## config.mk

```make
export PLATFORM = sky130hd
export DESIGN_NAME = mem_stage
export DESIGN_NICKNAME = d
export VERILOG_FILES = /design/src/rtl/mem_stage.sv
export SDC_FILE = /design/constraint.sdc
export NUM_CORES = 1
export LEC_CHECK = 0
export CAP_MARGIN = 5
export CORE_MARGIN = 5
export CORE_UTILIZATION = 40
export CTS_CLUSTER_DIAMETER = 150
export DETAILED_ROUTE_END_ITERATION = 8
export PLACE_DENSITY = 0.8
export SLEW_MARGIN = 15
export SYNTH_ARGS = -nofsm -noshare
export SYNTH_HDL_FRONTEND = slang
export SYNTH_SLANG_ARGS = --single-unit
```

## constraint.sdc

```tcl
create_clock -name clk -period 1.87 [get_ports clk]
set_input_delay 0.187 -clock clk [delete_from_list [all_inputs] [get_ports clk]]
set_output_delay 0.187 -clock clk [all_outputs]
set_load 0.03 [all_outputs]
```

## src/rtl/mem_stage.sv

```systemverilog
// EX/MEM pipeline register plus data-memory access controller with load alignment and store lane steering.
// Optional MEM_ALIGN_CHECK_EN: flag misaligned half/word accesses and suppress the request.
module mem_stage (
  input  logic        clk,
  input  logic        reset,
  input  logic        load,
  input  logic        flush,
  input  logic [31:0] EX_pc,
  input  logic [31:0] EX_alu_out,
  input  logic [31:0] EX_rs2_out,
  input  logic [4:0]  EX_rd,
  input  logic        EX_regwrite,
  input  logic        EX_mem_read,
  input  logic        EX_mem_write,
  input  logic [2:0]  EX_funct3,
  input  logic [31:0] dmem_rdata,
  input  logic        dmem_resp,
  output logic        dmem_read,
  output logic        dmem_write,
  output logic [31:0] dmem_addr,
  output logic [31:0] dmem_wdata,
  output logic [3:0]  dmem_byte_en,
  output logic [31:0] MEM_pc,
  output logic [31:0] MEM_alu_out,
  output logic [4:0]  MEM_rd,
  output logic        MEM_regwrite,
  output logic [31:0] MEM_rdata,
  output logic        mem_stall,
  output logic        MEM_misalign
);

  localparam logic [0:0] IDLE   = 1'b0;
  localparam logic [0:0] ACCESS = 1'b1;

  logic [0:0]  state;
  logic        mem_read_p1;
  logic        mem_write_p1;
  logic [2:0]  funct3_p1;
  logic [31:0] rs2_p1;
  logic        capture;
  logic        ex_mem_op;
  logic        ex_misalign;
  logic        resp_ok;

  function automatic logic [31:0] load_align(input logic [31:0] rdata,
                                             input logic [1:0]  addr_lo,
                                             input logic [2:0]  f3);
    logic [31:0] shifted;
    logic [7:0]  b;
    logic [15:0] h;
    shifted = rdata >> {addr_lo, 3'b000};
    b = shifted[7:0];
    h = addr_lo[1] ? rdata[31:16] : rdata[15:0];
    case (f3)
      3'b000:  load_align = {{24{b[7]}}, b};
      3'b001:  load_align = {{16{h[15]}}, h};
      3'b100:  load_align = {24'd0, b};
      3'b101:  load_align = {16'd0, h};
      default: load_align = rdata;
    endcase
  endfunction

  function automatic logic [3:0] store_be(input logic [2:0] f3, input logic [1:0] addr_lo);
    case (f3)
      3'b000:  store_be = 4'b0001 << addr_lo;
      3'b001:  store_be = 4'b0011 << {addr_lo[1], 1'b0};
      default: store_be = 4'b1111;
    endcase
  endfunction

  function automatic logic [31:0] store_data(input logic [2:0] f3, input logic [31:0] rs2);
    case (f3)
      3'b000:  store_data = {4{rs2[7:0]}};
      3'b001:  store_data = {2{rs2[15:0]}};
      default: store_data = rs2;
    endcase
  endfunction

  assign ex_mem_op = EX_mem_read || EX_mem_write;

`ifdef MEM_ALIGN_CHECK_EN
  assign ex_misalign = ex_mem_op &&
                       ((((EX_funct3 == 3'b001) || (EX_funct3 == 3'b101)) && EX_alu_out[0]) ||
                        ((EX_funct3 == 3'b010) && (EX_alu_out[1:0] != 2'b00)));
`else
  assign ex_misalign = 1'b0;
`endif

  assign mem_stall = (state == ACCESS) && !dmem_resp;
  assign capture   = load && !mem_stall;
  assign resp_ok   = (state == ACCESS) && dmem_resp;

  // Stage boundary: EX -> MEM capture and access sequencing
  always_ff @(posedge clk) begin
    if (reset) begin
      state        <= IDLE;
      MEM_pc       <= '0;
      MEM_alu_out  <= '0;
      MEM_rd       <= '0;
      MEM_regwrite <= 1'b0;
      MEM_rdata    <= '0;
      mem_read_p1  <= 1'b0;
      mem_write_p1 <= 1'b0;
      funct3_p1    <= '0;
      rs2_p1       <= '0;
    end else begin
      if (capture) begin
        if (flush) begin
          state        <= IDLE;
          MEM_pc       <= '0;
          MEM_alu_out  <= '0;
          MEM_rd       <= '0;
          MEM_regwrite <= 1'b0;
          mem_read_p1  <= 1'b0;
          mem_write_p1 <= 1'b0;
          funct3_p1    <= '0;
          rs2_p1       <= '0;
        end else begin
          state        <= (ex_mem_op && !ex_misalign) ? ACCESS : IDLE;
          MEM_pc       <= EX_pc;
          MEM_alu_out  <= EX_alu_out;
          MEM_rd       <= EX_rd;
          MEM_regwrite <= EX_regwrite && !ex_misalign;
          mem_read_p1  <= EX_mem_read && !ex_misalign;
          mem_write_p1 <= EX_mem_write && !ex_misalign;
          funct3_p1    <= EX_funct3;
          rs2_p1       <= EX_rs2_out;
        end
      end else if (resp_ok) begin
        state <= IDLE;
      end
      // Completion uses the op that was in flight, even if a new one is captured this edge
      if (resp_ok && mem_read_p1)
        MEM_rdata <= load_align(dmem_rdata, MEM_alu_out[1:0], funct3_p1);
    end
  end

`ifdef MEM_ALIGN_CHECK_EN
  always_ff @(posedge clk) begin
    if (reset)
      MEM_misalign <= 1'b0;
    else if (capture)
      MEM_misalign <= !flush && ex_misalign;
  end
`else
  assign MEM_misalign = 1'b0;
`endif

  assign dmem_read    = (state == ACCESS) && mem_read_p1;
  assign dmem_write   = (state == ACCESS) && mem_write_p1;
  assign dmem_addr    = {MEM_alu_out[31:2], 2'b00};
  assign dmem_wdata   = store_data(funct3_p1, rs2_p1);
  assign dmem_byte_en = mem_read_p1  ? 4'b1111 :
                        mem_write_p1 ? store_be(funct3_p1, MEM_alu_out[1:0]) : 4'b0000;

endmodule

```

==> impl_metrics.toml, run 1 <==
[outcome]
status = "finished, violations left"
violations = "setup timing"

[die]
initial_core_util_pct = 40.6
dieHeight_um = 136
placementRows = 46
dieArea_um2 = 18600
boundaryPins = 318
die_x_um = 136
coreArea_um2 = 15800

[logic_synthesis]
seq_area_frac_synth_pct = 43.8
ys.flop_type = "dfxtp_1"
yosys_register_bits = 140
netlist_area_um2 = 6390
synth_compound_area_share_pct = 19.5
synth_top_area_cell = "dfxtp_1"
ys_warn_count = 0
synth_adder_area_share_pct = 0
synthMuxAreaShare_pct = 4.54
synth_edf_count = 0
synth_xor_area_share_pct = 0
synth_cells = 793
syn_area_per_cell_um2 = 8.06
yosys.area_share.simple_pct = 21.3
synthTopCellsByArea = "dfxtp_1 (44%), a21oi_1 (9.8%), nand3_1 (8.4%)"
synth_top_area_share_pct = 43.8
yosysUniqueCellTypes = 40
synthArstFlopShare_pct = 0
synth_top_family_by_area = "simple AND/OR/NAND/NOR gates"

[worst_setup_path]
startpoint = "funct3_p1[1]$_SDFFE_PP0P_"
path_cells = "buf_12, nor2_4, buf_6, buf_12, mux2_4, buf_6"
timing.rr.start = "MEM_alu_out[0]$_SDFFE_PP0P_"
critPathKind = "register to output pin"
cp_data_required_time_ps = 1680
path_buf_inv = 4
critPathSlowestCell = "dfxtp_4"
crit_family = "buffers and inverters"
crit_arrival_ps = 1720
worst_setup_path_start_kind = "register"
worstSetupEndpointType = "output pin"
slowest_delay_ps = 360
crit_fanout = 6

[global_routing]
grt-ovfl-total = 0
antenna_found_initial = 0
gr-usage-all-layers_pct = 23.9
grt_max_degree = 132
grt_pass1_wl_mm = 35.3
grt_pass1_vias = 6543

[cells_and_area]
drive_above_1_share_pct = 14.1
final_common_cell = "clkdlybuf4s50_1"
fin_util_pct = 64.7
layout.nets = 1198
instances_no_fill = 1282
final_area_um2 = 10200
layout_common_cells = "clkdlybuf4s50_1 (280), dfxtp_1 (136), nand2_1 (131), a21oi_1 (125), nand3_1 (107)"
syn_to_final_growth_pct = 59.7
diodes = 0

[sta]
fin_skew_ps = 6.36
fin_crit_ps = 1900
final.period_utilization_pct = 102
slew_headroom_pct = 55.1
slew_violations = 0
hold_violations = 0
worst_slew_pin_slew_ps = 674
fmax_mhz = 526
rsz0062_at_grt = "yes"
setup_ws_ps = -32.9
setup_viol = 6

[routing]
drtAntennaViolNets = 0
dr_total_vias = 6707
drt_iter0_drc = 611
totalWireLength_mm = 22.9
routedWlPerCell_um = 17.8
wl_met1_mm = 9.25
top_layer = "met4"
dr.pass1.iters = 5
wl_met3_mm = 2.30
viasPerCell = 5.23
drc_errors = 0
wl_met2_mm = 10.9

[power_and_ir_drop]
power_leakage_nw = 3.71
powerDensity_nw_per_um2 = 762
ir_worst_vdd_mv = 0.600

[clock_network]
numCtsBuffers = 17
h-tree-depth = 4
clockBufferDepth = 2
cts.sinks = 140
clock-root-buffer = "clkbuf_16"
cts.clk_slew.worst_paths_ps = 60
cts_tree = "yes"
clk_latency_ps = 410

[placed_design]
place_inst = 1239
io_buffers = 314
gp_congestion = 0.881
dpl-instance-area_um2 = 9440
dp_hpwl_mm = 16.2

[hold_path]
holdCritStartpoint = "reset"
hp-class = "input pin to register"

[job]
maxCapViolCount = 0
worst paths after layout:
check	end	slack [ps]	depth (start not counted)
setup / recovery	dmem_wdata[18]	-30	6
hold / removal	MEM_rdata[7]$_SDFFE_PP0P_	40	2
setup reg to reg	MEM_rdata[3]$_SDFFE_PP0P_	140	5
hold reg to reg	rs2_p1[23]$_SDFFE_PP0P_	450	2
per-stage QoR:
step | setup WS, ps | TNS, ps | hold slack (ps) | power, mW
floorplan | 141 | 0 | 337 | 3.96
finish | -32.9 | -175 | 40.5 | 7.78
detailed placement | 56.1 | 0 | 442 | 4.67
global placement | 89.4 | 0 | 435 | 4.66
global route | -90.2 | -653 | 28.0 | 8.10
CTS | -79.6 | -847 | 17.7 | 7.85
synth_stat cells, drive strengths merged (2+ instances only):
| cell type | instances |
|---|---|
| inv | 5 |
| mux2 | 16 |
| o211ai | 8 |
| a21o | 4 |
| a311o | 7 |
| nor3 | 3 |
| a21oi | 126 |
| or2 | 7 |
| mux2i | 11 |
| clkbuf | 30 |
| a311oi | 7 |
| nor4 | 3 |
| nor2b | 2 |
| nand2b | 2 |
| dfxtp | 140 |
| a211oi | 25 |
| or3 | 8 |
| nand2 | 132 |
| nand3 | 108 |
| and2 | 4 |
| buf | 84 |
| nor2 | 28 |
| o21ai | 26 |
cell type report:
cell class,count,area [um2]
Multi-Input combinational cell,536,2970
Inverter,5,23.8
Timing Repair Buffer,354,3590
Clock buffer,19,443
Sequential cell,140,2810
Clock inverter,12,100
Fill cell,1358,5560
Tap cell,216,270
per-layer routing:
layer / vias to the layer above / GRT usage [%]
li1: 3246 / -
met1: 3107 / 29.9
met2: 322 / 39.0
met3: 32 / 7.07
met4: 0 / 8.79
met5: - / 0
registers in the layout, indices dropped and copies added, names as in the netlist:
signal	count
MEM_alu_out	32
MEM_pc	32
MEM_rdata	32
rs2_p1	32
MEM_rd	5
funct3_p1	3
MEM_regwrite	1
mem_read_p1	1
mem_write_p1	1
state	1
power by group:
part           internal [mW]  switching (mW)
registers               3.08          0.0743
logic                  0.712           0.797
clock network           1.84            1.27
total                   5.64            2.14
repair_timing:
action	in CTS	in global routing
setup endpoints to repair	31	30
setup buffers	9	2
gates cloned	3	0
resized for setup	76	18
hold buffers	0	0
pin swaps	2	5
kinds of logic after synthesis:
logic type | after synthesis
compound gates | 206
buf+inv | 119
flops | 140
mux | 27
other cells | 1
simple gates | 300
No activity file was read; power rests on OpenSTA's default activity.
==> run 2: changes to the inputs <==
Settings changed: TNS_END_PERCENT from default to 100.
Clock period 1.87 ns to 1.9 ns, I/O delays scaled along.
==> run 2 against run 1 <==
  * The flow still finishes with violations (setup timing)
  * Power rose by 3.0%
  * Non-clock buffer count grew 16
  * Clock-buffer cell count did not move
  * Critical path depth unchanged
  * Via count is 2.8% higher
  * First-iteration DRC count is 39% lower
  * Clock power rose by 7.7%
  * Critical path type unchanged
  * Largest cell class unchanged
  * Highest routed layer unchanged
==> impl_metrics.toml, run 2 (same netlist as run 1, synthesis figures left out) <==
[global_routing]
use_met3_pct = 7.92
grt_max_degree = 101
gr-usage-all-layers_pct = 24.2
antenna_found_initial = 0
grt-ovfl-total = 0
grt.busiest_layer = "met2"
grtUsageMet1_pct = 29.2
grt_pass1_wl_mm = 35.1
grtUsageMet2_pct = 39.8
grt_pass1_vias = 6608

[worst_setup_path]
cp_data_required_time_ps = 1710
crit_arrival_ps = 1730
worstSetupEndpointType = "output pin"
path_cells = "buf_12, nor2_4, buf_12, buf_8, mux2_4, buf_6"
critPathSlowestCell = "dfxtp_4"
critPathKind = "register to output pin"
crit_fanout = 5
worst_setup_path_start_kind = "register"
slowest_delay_ps = 360
crit_top_cell = "buf_12"

[sta]
fmax_mhz = 520
hold_violations = 0
final.period_utilization_pct = 101
fin_crit_ps = 1920
setup_viol = 7
setup_ws_ps = -23.6
rsz0062_at_grt = "yes"
finalSetupTns_ps = -125
hold_ws_ps = 342
worst_slew_pin_slew_ps = 504
fin_skew_ps = 6.02
slew_violations = 0
slew_headroom_pct = 66.2

[cells_and_area]
drive_above_1_share_pct = 16.2
layout.nets = 1214
final_common_cell = "clkdlybuf4s50_1"
instances_no_fill = 1298
syn_to_final_growth_pct = 63.9
diodes = 0
layout_common_cells = "clkdlybuf4s50_1 (281), dfxtp_1 (137), nand2_1 (131), a21oi_1 (119), nand3_1 (107)"
final_area_um2 = 10500
fin_util_pct = 66.5

[clock_network]
cts.clk_slew.worst_paths_ps = 60
clock-root-buffer = "clkbuf_16"
cts_tree = "yes"
cts_hold_buf = 0
clk_latency_ps = 410
clockBufferDepth = 2
cts.sinks = 140
numCtsBuffers = 17
h-tree-depth = 4

[die]
dieHeight_um = 136
placementRows = 46
coreArea_um2 = 15800
initial_core_util_pct = 40.6
boundaryPins = 318
die_x_um = 136
dieArea_um2 = 18600

[placed_design]
place_inst = 1244
gp_congestion = 0.852
dp_hpwl_mm = 16.5
dp_slack_ps = 84.2
io_buffers = 314
dpl-instance-area_um2 = 9470

[routing]
totalWireLength_mm = 23.7
routedWlPerCell_um = 18.3
dr_total_vias = 6895
dr.pass1.iters = 5
drtAntennaViolNets = 0
drc_errors = 0
viasPerCell = 5.31
drt_iter0_drc = 374

[power_and_ir_drop]
power_leakage_nw = 3.84
powerDensity_nw_per_um2 = 765
p_total_mw = 8.02
ir_worst_vdd_mv = 0.611

[outcome]
status = "finished, violations left"
violations = "setup timing"

[hold_path]
hp-class = "input pin to register"

[job]
maxCapViolCount = 0
==> run 2: cell types whose count changed in the layout (fill, tap and decap cells not counted), sizes merged <==
cell           previous run  this run
dlygate4sd2               3         1
clkinvlp                  4         3
bufinv                    1         3
clkinv                    9         8
clkdlybuf4s50           280       281
dlymetal6s2s              2         3
buf                      68        84
==> run 2: where the power goes <==
| part | switching [mW] | internal, mW |
|---|---|---|
| Combinational | 0.806 | 0.745 |
| Clock | 1.27 | 2.08 |
| Sequential | 0.0753 | 3.03 |
==> run 2: worst max-delay path, delay by kind of cell, from the launching register on <==
kind	cells	cell delay (ps)
buffers and inverters	4	520
muxes	1	300
and+or+nand+nor	1	140
DFF	1	360
==> run 2: worst paths after layout <==
kind	depth (start not counted)	end	startpoint	slack, ps
min reg2reg	2	MEM_pc[30]$_SDFFE_PP0P_	MEM_pc[30]$_SDFFE_PP0P_	450
max reg2reg	6	MEM_rdata[4]$_SDFFE_PP0P_	MEM_alu_out[1]$_SDFFE_PP0P_	140
min	3	MEM_pc[30]$_SDFFE_PP0P_	EX_pc[30]	340
max	6	dmem_wdata[20]	funct3_p1[1]$_SDFFE_PP0P_	-20
==> run 2: cell type report <==
cell class	count	area (um2)
inverter	5	23.8
clock inverter	12	148
sequential	140	2810
clock buffer	19	443
timing repair buffer	370	3780
multi-input combinational	536	3010
fill	1318	5290
tap	216	270
==> run 2: per-layer routing <==
metal / vias up / part of all wire [%]
met5: - / 0
met3: 52 / 10
met1: 3232 / 39
li1: 3269 / -
met4: 0 / 2.4
met2: 342 / 48
==> run 2: timing repair <==
item	in CTS	in global routing
setup endpoints to repair	25	30
pin swaps	1	6
buffers inserted	9	12
gates cloned	2	0
resized for setup	78	36
==> run 3: changes to the inputs <==
Settings changed: CORE_MARGIN 5 to 2.
==> run 3 against run 2 <==
  * The flow still finishes with violations (setup timing)
  * Clock power about the same
  * Routed wire length down 6.0%
  * Combinational power down 4%
  * Largest power group unchanged
  * Highest routed layer unchanged
==> impl_metrics.toml, run 3 (same netlist as run 1, synthesis figures left out) <==
[global_routing]
antenna_found_initial = 0
grt_pass1_wl_mm = 32.7
gr-usage-all-layers_pct = 24.6
grt_max_degree = 115
grt-ovfl-total = 0
grt_pass1_vias = 6274

[routing]
wl_met2_mm = 11.0
viasPerCell = 5.28
drtAntennaViolNets = 0
routedWlPerCell_um = 17.4
drt_iter0_drc = 464
wl_met3_mm = 2.26
dr_total_vias = 6772
drc_errors = 0
wl_met1_mm = 8.62
dr.pass1.iters = 5
totalWireLength_mm = 22.3
top_layer = "met4"

[sta]
slew_violations = 0
fin_crit_ps = 1920
fin_skew_ps = 8.97
hold_violations = 0
hold_ws_ps = 173
setup_ws_ps = -23.2
slew_headroom_pct = 58.6
setup_viol = 11
fmax_mhz = 520
final.period_utilization_pct = 101
worst_slew_pin_slew_ps = 620
rsz0062_at_grt = "yes"

[clock_network]
clk_latency_ps = 420
cts.sinks = 140
clock-root-buffer = "clkbuf_16"
cts_hold_buf = 0
numCtsBuffers = 17
cts.clk_slew.worst_paths_ps = 60
clockBufferDepth = 2
cts_tree = "yes"
h-tree-depth = 4

[worst_setup_path]
critPathKind = "register to output pin"
crit_fanout = 6
crit_arrival_ps = 1730
startpoint = "funct3_p1[1]$_SDFFE_PP0P_"
cp_data_required_time_ps = 1710
worstSetupEndpointType = "output pin"
worst_setup_path_start_kind = "register"
timing.rr.start = "funct3_p1[1]$_SDFFE_PP0P_"

[placed_design]
dp_slack_ps = 47.8
gp_congestion = 0.939
dp_hpwl_mm = 15.3
io_buffers = 314

[cells_and_area]
diodes = 0
syn_to_final_growth_pct = 60.9
layout_common_cells = "clkdlybuf4s50_1 (281), dfxtp_1 (138), nand2_1 (131), a21oi_1 (121), nand3_1 (107)"
fin_util_pct = 65.2
drive_above_1_share_pct = 14.4
final_common_cell = "clkdlybuf4s50_1"
fillers = 1344
layout.nets = 1197

[outcome]
status = "finished, violations left"
violations = "setup timing"

[die]
dieHeight_um = 130
initial_core_util_pct = 40.6
die_x_um = 130
dieArea_um2 = 17000
placementRows = 46
coreArea_um2 = 15800
boundaryPins = 318

[power_and_ir_drop]
clkPwrFrac_pct = 42.1
power_leakage_nw = 3.75
ir_worst_vdd_mv = 0.540
power.combinational.fraction_pct = 18.8
powerDensity_nw_per_um2 = 771
switchingPower_mw = 2.18
pwr-share-seq_pct = 39.1
intPower_mw = 5.75
p_sw_share_pct = 27.5

[hold_path]
hp-class = "input pin to register"
holdCritStartpoint = "reset"

[job]
maxCapViolCount = 0
[run 3: cell types whose count changed in the layout (fill, tap and decap cells not counted), sizes merged]
cell / previous run / this run
buf: 84 / 65
bufbuf: 1 / 0
bufinv: 3 / 2
clkbuf: 19 / 23
clkinv: 8 / 6
clkinvlp: 3 / 2
inv: 3 / 7
[run 3: critical path, stage by stage (launching register included)]
cell and delay [ps]:
dfxtp_4 360, buf_12 120, nor2_4 200, clkbuf_16 200
mux2_4 300, buf_6 140
[run 3: what timing repair did]
item / CTS / global route
setup buffers: 2 / 4
pin swaps: 0 / 2
endpoints found under the setup margin: 24 / 23
gates cloned: 0 / 4
resized for setup: 45 / 39
[run 3: worst paths after layout]
check                                                  end  slack, ps  cells after the start
worst max register to register  MEM_rdata[11]$_SDFFE_PP0P_        180                      7
worst max-delay path                        dmem_wdata[22]        -20                      5
worst min-delay path                MEM_pc[0]$_SDFFE_PP0P_        170                      2
worst min register to register     MEM_pc[30]$_SDFFE_PP0P_        450                      2
[run 3: power groups by stage]
stage          registers (mW)  logic, mW  clock network [mW]
6_report                 3.10       1.49                3.34
5_1_grt                  3.11       1.59                3.52
4_1_cts                  3.10       1.43                3.39
3_5_place_dp             3.17       1.42                   0
3_3_place_gp             3.16       1.41                   0
2_1_floorplan            3.27      0.631                   0
[run 3: stage by stage]
stage               std cells  TNS, ps  area, um2  total power, mW
finish                   1282     -111      10300             7.94
global route             1282    -1420      10300             8.22
CTS                      1274     -472      10100             7.92
detailed placement       1240        0       9460             4.59
global placement         1240        0       9460             4.58
floorplan                 795        0       6400             3.90
[run 3: layout make-up]
type | count | area (um2) | area share (%)
clock buffers | 20 | 457 | 4.44
clock inverters | 12 | 135 | 1.31
repair buffers | 353 | 3610 | 35.1
inverters | 5 | 23.8 | 0.231
well taps | 216 | 270 | 2.63
flip-flops and latches | 140 | 2810 | 27.3
multi-input cells | 536 | 2990 | 29.0
[run 3: metal layers]
| metal | global-route usage (%) | vias up |
|---|---|---|
| met5 | 0 | - |
| met4 | 8.51 | 0 |
| met3 | 7.98 | 32 |
| met2 | 42.0 | 323 |
| met1 | 29.3 | 3179 |
| li1 | - | 3238 |
